$ cat src/rtl/lbus_bridge.sv
// Host byte-stream to HWE/HDIN/HRE strobe-bus bridge with TX and RX FIFOs.
// A frame tracker blocks writes while a read reply is pulled from the device.
module lbus_bridge #(
  parameter int TX_AW = 4,
  parameter int RX_AW = 4
) (
  input  logic       CLK,
  input  logic       RSTn,
  input  logic [7:0] S_DATA,
  input  logic       S_VALID,
  output logic       S_READY,
  output logic [7:0] M_DATA,
  output logic       M_VALID,
  input  logic       M_READY,
  input  logic       DEVRDY,
  input  logic       RRDYn,
  input  logic       WRDYn,
  output logic       HRE,
  output logic       HWE,
  output logic [7:0] HDIN,
  input  logic [7:0] HDOUT,
  output logic [1:0] dbg_state
);

  // Both streams: a byte moves on a rising edge where valid and ready are both high;
  // valid never waits on ready, and data is held stable while valid is high.
  localparam int TX_D = 1 << TX_AW;
  localparam int RX_D = 1 << RX_AW;
  localparam logic [TX_AW:0] TX_FULL = (TX_AW+1)'(TX_D);
  localparam logic [RX_AW:0] RX_FULL = (RX_AW+1)'(RX_D);

  typedef enum logic [1:0] {B_CMD, B_RA, B_WA, B_RWAIT} bstate_t;

  bstate_t          state, state_n;
  logic [2:0]       cnt, cnt_n;
  logic [1:0]       rcnt, rcnt_n;
  logic [1:0]       holdoff, holdoff_n;
  logic             hre_q, hre_n;
  logic             hwe_q;
  logic [7:0]       hdin_q;
  logic             ready_en;

  logic [7:0]       tx_mem [TX_D];
  logic [TX_AW-1:0] tx_wp, tx_rp;
  logic [TX_AW:0]   tx_cnt;
  logic             tx_push, tx_pop, tx_full;
  logic [7:0]       tx_byte;

  logic [7:0]       rx_mem [RX_D];
  logic [RX_AW-1:0] rx_wp, rx_rp;
  logic [RX_AW:0]   rx_cnt;
  logic             rx_push, rx_pop, rx_empty, pull;

  assign tx_full = (tx_cnt == TX_FULL);
  assign tx_byte = tx_mem[tx_rp];
  assign tx_pop  = (tx_cnt != '0) && DEVRDY && !WRDYn && (state != B_RWAIT);
  // A full FIFO still accepts a byte on a cycle that also issues one.
  assign S_READY = ready_en && (!tx_full || tx_pop);
  assign tx_push = S_VALID && S_READY;

  always_ff @(posedge CLK) begin
    if (tx_push) tx_mem[tx_wp] <= S_DATA;
  end

  always_ff @(posedge CLK or negedge RSTn) begin
    if (!RSTn) begin
      tx_wp    <= '0;
      tx_rp    <= '0;
      tx_cnt   <= '0;
      ready_en <= 1'b0;
    end else begin
      ready_en <= 1'b1;
      if (tx_push) tx_wp <= tx_wp + 1'b1;
      if (tx_pop)  tx_rp <= tx_rp + 1'b1;
      case ({tx_push, tx_pop})
        2'b10:   tx_cnt <= tx_cnt + 1'b1;
        2'b01:   tx_cnt <= tx_cnt - 1'b1;
        default: tx_cnt <= tx_cnt;
      endcase
    end
  end

  // The in-flight HRE byte is counted so the RX FIFO can never overflow.
  assign pull = (state == B_RWAIT) && !RRDYn && (holdoff == 2'd0) && DEVRDY &&
                !hre_q && (rcnt != 2'd0) &&
                ((rx_cnt + (RX_AW+1)'(hre_q)) < RX_FULL);

  always_comb begin
    state_n   = state;
    cnt_n     = cnt;
    rcnt_n    = rcnt;
    holdoff_n = (holdoff != 2'd0) ? holdoff - 2'd1 : holdoff;
    hre_n     = pull;
    if (tx_pop) begin
      case (state)
        B_CMD: begin
          if (tx_byte == 8'h00) begin
            state_n = B_RA;
            cnt_n   = 3'd2;
          end else if (tx_byte == 8'h01) begin
            state_n = B_WA;
            cnt_n   = 3'd4;
          end
        end
        B_RA: begin
          cnt_n = cnt - 3'd1;
          if (cnt == 3'd1) begin
            state_n = B_RWAIT;
            rcnt_n  = 2'd2;
          end
        end
        B_WA: begin
          cnt_n = cnt - 3'd1;
          if (cnt == 3'd1) state_n = B_CMD;
        end
        default: state_n = state;
      endcase
    end
    // Holdoff spans the device's two-cycle stale RRDYn/HDOUT window.
    if (hre_q) begin
      rcnt_n    = rcnt - 2'd1;
      holdoff_n = 2'd3;
      if (rcnt == 2'd1) state_n = B_CMD;
    end
  end

  always_ff @(posedge CLK or negedge RSTn) begin
    if (!RSTn) begin
      state   <= B_CMD;
      cnt     <= '0;
      rcnt    <= '0;
      holdoff <= '0;
      hre_q   <= 1'b0;
      hwe_q   <= 1'b0;
      hdin_q  <= '0;
    end else begin
      state   <= state_n;
      cnt     <= cnt_n;
      rcnt    <= rcnt_n;
      holdoff <= holdoff_n;
      hre_q   <= hre_n;
      hwe_q   <= tx_pop;
      if (tx_pop) hdin_q <= tx_byte;
    end
  end

  assign rx_push  = hre_q;
  assign rx_empty = (rx_cnt == '0);
  assign rx_pop   = !rx_empty && M_READY;

  always_ff @(posedge CLK) begin
    if (rx_push) rx_mem[rx_wp] <= HDOUT;
  end

  always_ff @(posedge CLK or negedge RSTn) begin
    if (!RSTn) begin
      rx_wp  <= '0;
      rx_rp  <= '0;
      rx_cnt <= '0;
    end else begin
      if (rx_push) rx_wp <= rx_wp + 1'b1;
      if (rx_pop)  rx_rp <= rx_rp + 1'b1;
      case ({rx_push, rx_pop})
        2'b10:   rx_cnt <= rx_cnt + 1'b1;
        2'b01:   rx_cnt <= rx_cnt - 1'b1;
        default: rx_cnt <= rx_cnt;
      endcase
    end
  end

  assign M_VALID   = !rx_empty;
  assign M_DATA    = rx_empty ? 8'h00 : rx_mem[rx_rp];
  assign HRE       = hre_q;
  assign HWE       = hwe_q;
  assign HDIN      = hdin_q;
  assign dbg_state = state;

endmodule

$ cat config.mk
export PLATFORM = sky130hd
export DESIGN_NAME = lbus_bridge
export DESIGN_NICKNAME = d
export VERILOG_FILES = /design/src/rtl/lbus_bridge.sv
export SDC_FILE = /design/constraint.sdc
export NUM_CORES = 1
export LEC_CHECK = 0
export ABC_AREA = 1
export BUFFER_PORTS_ARGS = -buffer_cell sky130_fd_sc_hd__buf_2
export CORE_MARGIN = 2
export CORE_UTILIZATION = 48
export DETAILED_ROUTE_END_ITERATION = 8
export PLACE_DENSITY = 0.75
export SETUP_SLACK_MARGIN = 0.02
export SYNTH_ARGS = -nofsm -noshare
export SYNTH_HDL_FRONTEND = slang
export SYNTH_SLANG_ARGS = --single-unit
export TNS_END_PERCENT = 100
$ cat constraint.sdc
create_clock -name CLK -period 2.7 [get_ports CLK]
set_clock_uncertainty 0.2 [all_clocks]
set_input_delay 0.27 -clock CLK [delete_from_list [all_inputs] [get_ports CLK]]
set_output_delay 0.27 -clock CLK [all_outputs]
set_load 0.005 [all_outputs]
==> results.ini, run 1 <==
[cts]
ctsLongestPathBuffers = 3
clkLatencyLatePin_ns = 0.55
clkTransAtPathRegs_ns = 0.06
clock_sinks = 302
clockRootBuffer = clkbuf_16
htreeDepth = 1
cts_tree = yes
numCtsBuffers = 31

[logic_synthesis]
synth-compound-area-share = 0.0709
synth-simple-area-share = 0.152
yosysWarnings = 0
ys_seq_area_frac = 0.681
synth_fa_ha_area_frac = 0.0276
ys_seq_elements = 302
synthesis.area_um2 = 13000
ys.flop_type = edfxtp_1
synth_top_family_by_area = simple AND/OR/NAND/NOR gates
synth_edf_count = 256
ys_async_sr_fraction = 0.152
ys_top_cells_by_count = edfxtp_1 (256), nand2_1 (243), nor2_1 (137)
netlist.area_leader.share = 0.592
syn_area_per_cell_um2 = 11.0
synth_cell_type_count = 31
synth.most_common_cell = edfxtp_1
netlist_instances = 1176
synthMuxAreaShare = 0
synthesis.nets = 1227
synth_area_leaders = edfxtp_1 (59%), dfrtp_1 (8.9%), nand2_1 (7.0%)
synth_top_area_cell = edfxtp_1
synth_xor_area_frac = 0.0121

[timing]
report.final.hold_viol_count = 0
finalCritPeriodShare = 1.02
setup_tns_ns = -0.0412
worst_slack_ns = -0.0412
setup_viol = 1
maxSlewHeadroom = 0.482
tightestPinTransition_ns = 0.775
drv_slew = 0
grt_setup_unrepaired = true
fin_crit_ns = 2.74
max_clock_freq_mhz = 365

[die]
dieArea_um2 = 28400
rows = 60
core_um2 = 26700
initial_core_util = 0.486
ioPinCount = 45
die_y_um = 168
dieWidth_um = 168

[worst_setup_path]
reg2reg_from = dbg_state[1]$_DFF_PN0_
r2r_slack_ns = -0.04
critPathKind = flip-flop to flip-flop
start_kind = flip-flop
critPathRequiredTime_ns = 2.93
end_kind = flip-flop
cp-startpoint = dbg_state[1]$_DFF_PN0_
cp_max_fo = 2
crit_arrival_ns = 2.97

[pwr]
power.density_nw_per_um2 = 1010
seq_power_share = 0.378
switching_share = 0.359
p_switching_w = 0.00556
p_comb_frac = 0.363
clkPwrFrac = 0.259
peakVddDrop_mv = 0.626
power.leakage_nw = 6.14
finalPower_w = 0.0155
p_int_w = 0.00993

[routing]
drc_errors = 0
drt-vias-per-instance = 5.42
ant_nets = 0
drt_wl_total_um = 30000
vias = 8975
first_pass_iters = 5
wl_per_cell_um = 18.1
first_iter_violations = 893

[global_routing]
grt_use_total = 0.210
grt_overflow = 0
antenna_found_initial = 0
grt_pass1_wl_um = 46700
grt_max_degree = 45
grt_pass1_vias = 8833

[run_status]
failed_checks = negative setup slack
outcome = complete, but fails checks

[finish]
area_growth_pct = 18.1
nets = 1344
multi_input_area_um2 = 3520
fill_cells = 2158
layout-drive-gt1-share = 0.139
antenna_cells = 0
seq_area_um2 = 8840

[placed_design]
port-buffer-count = 44
gp_congestion = 0.869
hpwl_um = 18400

[run]
cap_violations = 0

[min_path]
min-delay-path-class = input pin to async pin

==> metrics by stage <==
stage	worst slack [ns]	area, um^2	std cells	utilization	hold slack, ns
2_1_floorplan	-0.0659	13000	1176	-	-0.226
3_3_place_gp	-0.0278	13900	1571	0.521	0.124
3_5_place_dp	-0.0797	13900	1571	0.521	0.127
4_1_cts	-0.0718	15200	1650	0.567	0.0794
5_1_grt	-0.232	15300	1656	0.574	0.127
6_report	-0.0412	15300	1656	0.574	0.0759
==> sequential cells by signal, summed over array words and instances (netlist names) <==
name / cells
HDIN: 8
HRE: 1
HWE: 1
cnt: 3
dbg_state: 2
holdoff: 2
rcnt: 2
ready_en: 1
rx_cnt: 5
rx_mem: 128
rx_rp: 4
rx_wp: 4
tx_cnt: 5
tx_mem: 128
tx_rp: 4
tx_wp: 4
==> placed cells by master, fill, tap and decap left out, types with 3 or more instances in the layout <==
cell	n
clkbuf_8	3
ha_1	23
clkbuf_1	15
inv_1	115
a21oi_1	17
inv_2	6
buf_12	6
dlygate4sd3_1	21
nand3_1	97
clkinv_1	4
dfrtp_1	44
o22ai_1	14
o21ai_1	6
nor2_1	137
xor2_1	14
buf_2	44
nand2_1	241
buf_4	59
edfxtp_1	256
o221ai_1	20
clkbuf_16	33
a21oi_2	5
o21ai_0	92
o21ai_2	3
nand4_1	5
==> path summary, 6_finish.rpt <==
| check | end | cells after the start |
|---|---|---|
| setup / recovery | tx_cnt[4]$_DFFE_PN0P_ | 15 |
| hold / removal | tx_cnt[3]$_DFFE_PN0P_ | 2 |
| setup reg to reg | tx_cnt[4]$_DFFE_PN0P_ | 15 |
| hold reg to reg | cnt[1]$_DFFE_PN0P_ | 2 |
| max in group asynchronous | cnt[2]$_DFFE_PN0P_ | 3 |
| min in group CLK | HWE$_DFF_PN0_ | 6 |
==> layout make-up <==
| type | instances | share of cell area |
|---|---|---|
| sequential | 302 | 0.577 |
| multi-input combinational | 697 | 0.230 |
| timing repair buffer | 136 | 0.0723 |
| clock buffer | 49 | 0.0570 |
| inverter | 125 | 0.0314 |
| tap | 341 | 0.0278 |
| clock inverter | 6 | 0.00498 |
==> routing by layer <==
| metal | GRT usage | vias to the layer above | wire length [um] |
|---|---|---|---|
| met5 | 0 | - | 0 |
| met4 | 0.0772 | 0 | 930 |
| met3 | 0.0253 | 67 | 1830 |
| met2 | 0.358 | 337 | 14900 |
| met1 | 0.281 | 4334 | 12300 |
| li1 | - | 4237 | - |
==> cell families (layout without fill, tap and decap cells) <==
family | Yosys count | after routing
and+or+nand+nor | 487 | 487
DFF | 302 | 302
buffers and inverters | 177 | 316
AOI/OAI and AO/OA | 163 | 163
adders and majority gates | 28 | 28
xor gates and xnor gates | 18 | 18
other | 1 | 1
==> repair_timing <==
action | CTS | global route
endpoints found under the hold margin | 285 | 0
setup buffers | 2 | 4
setup endpoints to repair | 6 | 17
hold buffers | 21 | 0
cloned | 1 | 2
gates resized for setup | 8 | 30
pin swaps | 5 | 10
==> power by group through the flow <==
| stage | logic [W] | registers, W | clock network, W |
|---|---|---|---|
| 2_1_floorplan | 0.00347 | 0.00580 | 0 |
| 3_5_place_dp | 0.00516 | 0.00590 | 0 |
| 3_3_place_gp | 0.00501 | 0.00588 | 0 |
| 4_1_cts | 0.00532 | 0.00582 | 0.00408 |
| 6_report | 0.00563 | 0.00585 | 0.00401 |
| 5_1_grt | 0.00626 | 0.00589 | 0.00426 |
==> critical path, cell delays in order (launching register included) <==
cell,delay [ns]
dfrtp_1,0.39
ha_2,0.19
nor3b_2,0.19
nand2_2,0.10
a31oi_4,0.19
nand2_2,0.10
ha_4,0.18
xor2_2,0.15
ha_2,0.17
a21oi_2,0.12
o21ai_1,0.08
a21oi_1,0.12
inv_1,0.09
a21oi_2,0.12
o21ai_1,0.09
xor2_1,0.14
(Power assumes the default switching activity.)
==> run 2: changes to the inputs <==
--- a/config.mk
+++ b/config.mk
@@ -7,10 +7,12 @@
 export LEC_CHECK = 0
 export ABC_AREA = 1
 export BUFFER_PORTS_ARGS = -buffer_cell sky130_fd_sc_hd__buf_2
+export CORE_ASPECT_RATIO = 1.5
 export CORE_MARGIN = 2
 export CORE_UTILIZATION = 48
 export DETAILED_ROUTE_END_ITERATION = 8
-export PLACE_DENSITY = 0.75
+export PLACE_DENSITY = 0.72
+export RECOVER_POWER = 50
 export SETUP_SLACK_MARGIN = 0.02
 export SYNTH_ARGS = -nofsm -noshare
 export SYNTH_HDL_FRONTEND = slang
==> constraint.sdc (replaced) <==
create_clock -name CLK -period 2.6 [get_ports CLK]
set_clock_uncertainty 0.2 [all_clocks]
set_input_delay 0.26 -clock CLK [delete_from_list [all_inputs] [get_ports CLK]]
set_output_delay 0.26 -clock CLK [all_outputs]
set_load 0.005 [all_outputs]
==> run 2 against run 1 <==
Against the previous run:
- the flow finishes with violations (max-capacitance violations, max-slew violations, negative setup slack)
- clock-buffer cell count fell by 15
- clock power rose by 5.0%
- register-to-register slack got worse by 0.099 ns
- largest cell class unchanged
- highest routed layer unchanged
==> results.ini, run 2 (synthesis gave the netlist of run 1 again) <==
[run_status]
outcome = complete, but fails checks
failed_checks = max-capacitance violations, max-slew violations, negative setup slack

[placed_design]
dp_cells = 1575
gp_congestion = 0.920
port-buffer-count = 44
hpwl_um = 19500
pre_cts_slack_ns = -0.141

[cts]
cts_tree = yes
htreeDepth = 1
clock_sinks = 302
numCtsBuffers = 27
clkLatencyLatePin_ns = 0.54
ctsLongestPathBuffers = 3
clockRootBuffer = clkbuf_16
clkTransAtPathRegs_ns = 0.07

[die]
initial_core_util = 0.489
die_y_um = 205
dieArea_um2 = 28400
rows = 73
dieWidth_um = 138
ioPinCount = 45
core_um2 = 26600

[timing]
finalCritPeriodShare = 1.07
drv_slew = 25
grt_setup_unrepaired = true
worst_slack_ns = -0.192
setup_viol = 10
maxSlewHeadroom = -0.0451
setup_tns_ns = -1.22
fin_crit_ns = 2.79
max_clock_freq_mhz = 358
tightestPinTransition_ns = 1.57
report.final.hold_viol_count = 0
whs_ns = 0.162

[finish]
antenna_cells = 0
final_core_util = 0.608
area_growth_pct = 24.4
nets = 1373
final_cells = 1680
layout-drive-gt1-share = 0.203
mostFrequentLayoutCells = edfxtp_1 (256), nand2_1 (239), nor2_1 (118), inv_1 (114), nand3_1 (95)
mostFrequentLayoutCell = edfxtp_1

[worst_setup_path]
end_kind = primary output
start_kind = flip-flop
critPathRequiredTime_ns = 2.14
cp_max_fo = 6
slowest_stage = dfrtp_2
r2r_cells = 15
path_cells = clkinvlp_4 > buf_12 > buf_12 > buf_16 > nor2_4 > o22ai_2 > nor2_1 > nor2_1 > o21ai_1 > a21oi_1 > buf_2
r2r_slack_ns = -0.14
slowest_delay_ns = 0.43
regToRegEndpoint = tx_cnt[4]$_DFFE_PN0P_
reg2reg_from = dbg_state[1]$_DFF_PN0_
crit_arrival_ns = 2.33
critPathKind = flip-flop to primary output

[min_path]
min_path_cells = 6
holdCritStartpoint = WRDYn
min_to = HWE$_DFF_PN0_
min-delay-path-class = input pin to flip-flop

[global_routing]
grt_pass1_vias = 9533
grt_use_total = 0.225
antenna_found_initial = 0
grt_overflow = 0
grt_pass1_wl_um = 49600
grt_max_degree = 34

[routing]
drc_errors = 0
drt_wl_total_um = 33600
vias = 9295
wl_per_cell_um = 20.0
ant_nets = 0
first_pass_iters = 5
first_iter_violations = 826
drt-vias-per-instance = 5.53

[pwr]
power.density_nw_per_um2 = 1100
power.leakage_nw = 6.43
peakVddDrop_mv = 0.828

[run]
cap_violations = 1

[run 2: area by class of cell]
class | instances | area, um^2
repair buffers | 169 | 1620
clock inverters | 16 | 194
inverters | 125 | 474
flip-flops and latches | 302 | 8840
multi-input cells | 697 | 3850
clock buffers | 34 | 752
well taps | 337 | 422
fillers | 2002 | 10400
[run 2: what timing repair did]
action	CTS	global route
resized for setup	70	101
gates cloned	9	4
pin swaps	23	49
endpoints found under the hold margin	284	0
endpoints found under the setup margin	10	118
hold buffers	21	0
setup buffers	15	11
[run 2: power by group]
| part | leakage [nW] | total (W) | switching, W | internal (W) |
|---|---|---|---|---|
| Combinational | 3.11 | 0.00748 | 0.00440 | 0.00309 |
| Clock | 0.462 | 0.00421 | 0.00175 | 0.00245 |
| Sequential | 2.86 | 0.00602 | 0.000335 | 0.00568 |
[run 2: worst max-delay path by stage]
stage / startpoint / endpoint / slack [ns] / cells past startpoint
5_1_grt: dbg_state[0]$_DFF_PN0_ / tx_cnt[4]$_DFFE_PN0P_ / -0.32 / 15
2_1_floorplan: dbg_state[1]$_DFF_PN0_ / tx_cnt[4]$_DFFE_PN0P_ / -0.17 / 15
4_1_cts: dbg_state[1]$_DFF_PN0_ / tx_cnt[4]$_DFFE_PN0P_ / -0.13 / 15
6_report: rx_rp[0]$_DFFE_PN0P_ / M_DATA[2] / -0.19 / 11
3_3_place_gp: dbg_state[1]$_DFF_PN0_ / tx_cnt[4]$_DFFE_PN0P_ / -0.10 / 15
3_5_place_dp: dbg_state[0]$_DFF_PN0_ / tx_cnt[4]$_DFFE_PN0P_ / -0.14 / 15
[run 2: critical path: cells and delay by family (launching register included)]
family          cells  cell delay (ns)
compound gates      3             0.45
simple gates        3             0.24
flops               1             0.43
buf+inv             5             0.67
[run 2: per-stage QoR]
stage,cell area (um^2),power [W]
floorplan,13000,0.00963
global placement,14000,0.0113
detailed placement,14000,0.0115
CTS,15700,0.0168
global route,16200,0.0186
finish,16200,0.0177
[run 2: per-layer routing]
layer / GRT usage / wire [um] / share of wire
met2: 0.439 / 18300 / 0.54
met4: 0.118 / 1930 / 0.057
met3: 0.0321 / 2100 / 0.062
met5: 0 / 0 / 0
met1: 0.231 / 11300 / 0.34
==> run 3: changes to the inputs <==
--- a/config.mk
+++ b/config.mk
@@ -5,7 +5,6 @@
 export SDC_FILE = /design/constraint.sdc
 export NUM_CORES = 1
 export LEC_CHECK = 0
-export ABC_AREA = 1
 export BUFFER_PORTS_ARGS = -buffer_cell sky130_fd_sc_hd__buf_2
 export CORE_ASPECT_RATIO = 1.5
 export CORE_MARGIN = 2
==> run 3 against run 2 <==
Against the previous run:
- the run ends with negative setup slack left
- cell count down 30%
- worst setup slack worse by 0.20 ns
- synthesized cell count shrank 42%
- synthesized area decreased by 4.4%
- clock power decreased by 5%
- first-iteration DRC count decreased by 51%
- critical path type unchanged
==> results.ini, run 3 <==
[run_status]
outcome = complete, but fails checks
failed_checks = negative setup slack

[cts]
ctsLongestPathBuffers = 3
clock_sinks = 302
clockRootBuffer = clkbuf_16
clkLatencyLatePin_ns = 0.54
clkTransAtPathRegs_ns = 0.06
htreeDepth = 1
numCtsBuffers = 27
cts_tree = yes

[worst_setup_path]
cp-startpoint = rx_rp[0]$_DFFE_PN0P_
cp_max_fo = 5
critPathRequiredTime_ns = 2.14
critPathKind = flip-flop to primary output
path_buf_inv = 3
path_cells = buf_12 > buf_16 > mux4_2 > mux4_2 > nor2b_4 > buf_2
slowest_stage = mux4_2
crit_top_cell = mux4_2
start_kind = flip-flop
reg2reg_from = tx_cnt[0]$_DFFE_PN0P_
crit_arrival_ns = 2.53
crit_family = multiplexers
end_kind = primary output
slowest_delay_ns = 0.51

[timing]
max_clock_freq_mhz = 334
maxSlewHeadroom = 0.184
setup_viol = 15
drv_slew = 0
report.final.hold_viol_count = 0
finalCritPeriodShare = 1.15
fin_crit_ns = 2.99
tightestPinTransition_ns = 1.22
worst_slack_ns = -0.391
grt_setup_unrepaired = true

[finish]
antenna_cells = 0
fill_cells = 1886
mostFrequentLayoutCell = edfxtp_1
final_cells = 1184
layout-drive-gt1-share = 0.324
design_area_um2 = 15100
area_growth_pct = 21.3
mostFrequentLayoutCells = edfxtp_1 (256), buf_4 (72), mux4_2 (71), dfrtp_1 (44), nand2_1 (42)
nets = 882
final_core_util = 0.588

[logic_synthesis]
synth_area_leaders = edfxtp_1 (62%), mux4_2 (12%), dfrtp_1 (9.3%)
netlist.area_leader.share = 0.619
ys_top_cells_by_count = edfxtp_1 (256), mux4_2 (65), dfrtp_1 (46)
ys_seq_area_frac = 0.712
synth.most_common_cell = edfxtp_1
ys_seq_elements = 302
synth_edf_count = 256
synth_cell_type_count = 49
synthesis.area_um2 = 12400
ys_async_sr_fraction = 0.152
synth_top_area_cell = edfxtp_1
ys.flop_type = edfxtp_1
netlist_instances = 678
syn_area_per_cell_um2 = 18.3
synthesis.nets = 729
yosysWarnings = 0

[run]
cap_violations = 0

[global_routing]
grt_max_degree = 36
grt_pass1_wl_um = 40800
antenna_found_initial = 0
grt_use_total = 0.200
grt_pass1_vias = 7109
grt_overflow = 0

[routing]
wl_per_cell_um = 22.2
ant_nets = 0
first_pass_iters = 4
drc_errors = 0
vias = 6602
drt_wl_total_um = 26200
drt-vias-per-instance = 5.58
first_iter_violations = 408

[placed_design]
gp_congestion = 0.879
port-buffer-count = 44
dp_cells = 1098
place_area_um2 = 13600
hpwl_um = 18000

[die]
dieWidth_um = 135
dieArea_um2 = 27200
ioPinCount = 45
core_um2 = 25600
rows = 72
die_y_um = 201
initial_core_util = 0.485

[pwr]
power.density_nw_per_um2 = 1020
peakVddDrop_mv = 0.667
power.leakage_nw = 5.38

[min_path]
min-delay-path-class = input pin to flip-flop
holdCritStartpoint = M_READY

run 3: cells by family (layout without fill, tap and decap cells):
logic type               after synthesis  in the layout  share of synthesized area
AO/OA/AOI/OAI                         56             56                     0.0306
flip-flops                           302            302                      0.712
multiplexers                          85             85                      0.143
other                                  1              1                   0.000302
adder cells (fa/ha/maj)               28             28                     0.0288
buffers and inverters                 57            230                     0.0189
AND/OR/NAND/NOR                      124            124                     0.0491
XOR/XNOR                              25             25                     0.0176
run 3: final timing paths:
path / slack, ns / depth (start not counted) / to
setup / recovery: -0.39 / 6 / M_DATA[0]
hold / removal: 0.05 / 4 / rx_cnt[0]$_DFFE_PN0P_
setup reg to reg: -0.36 / 13 / tx_cnt[4]$_DFFE_PN0P_
hold reg to reg: 0.27 / 1 / HDIN[3]$_DFFE_PN0N_
max in group asynchronous: 0.42 / 3 / tx_rp[0]$_DFFE_PN0N_
min in group asynchronous: 0.31 / 2 / rx_rp[1]$_DFFE_PN0P_
run 3: area by class of cell:
| type | instances | area [um^2] | share of cell area |
|---|---|---|---|
| Timing Repair Buffer | 155 | 1240 | 0.0825 |
| Clock buffer | 32 | 694 | 0.0461 |
| Tap cell | 333 | 417 | 0.0277 |
| Sequential cell | 302 | 8840 | 0.587 |
| Inverter | 26 | 103 | 0.00682 |
| Clock inverter | 17 | 196 | 0.0130 |
| Multi-Input combinational cell | 319 | 3560 | 0.237 |
run 3: worst min-delay path: stages:
cell and delay (ns):
buf_2 0.08, nor2b_4 0.16, ha_4 0.18, xnor2_1 0.07
run 3: metal layers:
metal / global-route usage / share of wire / vias up
met5: 0 / 0 / -
li1: - / - / 2946
met3: 0.0232 / 0.035 / 43
met1: 0.217 / 0.34 / 3448
met2: 0.396 / 0.59 / 165
met4: 0.0614 / 0.027 / 0
run 3: metrics by stage:
step	hold slack [ns]	setup slack, ns	power [W]	TNS [ns]
after floorplan	-0.236	-0.429	0.00914	-1.17
after global placement	0.0447	-0.275	0.0106	-1.19
after detailed placement	0.0473	-0.353	0.0108	-1.81
after CTS	0.0176	-0.423	0.0152	-5.13
after global routing	0.0532	-0.497	0.0161	-6.22
final	0.0522	-0.391	0.0153	-4.69
run 3: repair_timing:
item / in CTS / in global routing
buffers inserted: 8 / 9
setup endpoints to repair: 28 / 18
resized for setup: 22 / 25
pin swaps: 9 / 14
cloned: 2 / 0
endpoints found under the hold margin: 271 / 0
hold buffers: 19 / 0
run 3: power breakdown:
part,internal (W),switching [W]
sequential,0.00565,0.000365
combinational,0.00290,0.00242
clock,0.00231,0.00171
total,0.0109,0.00449
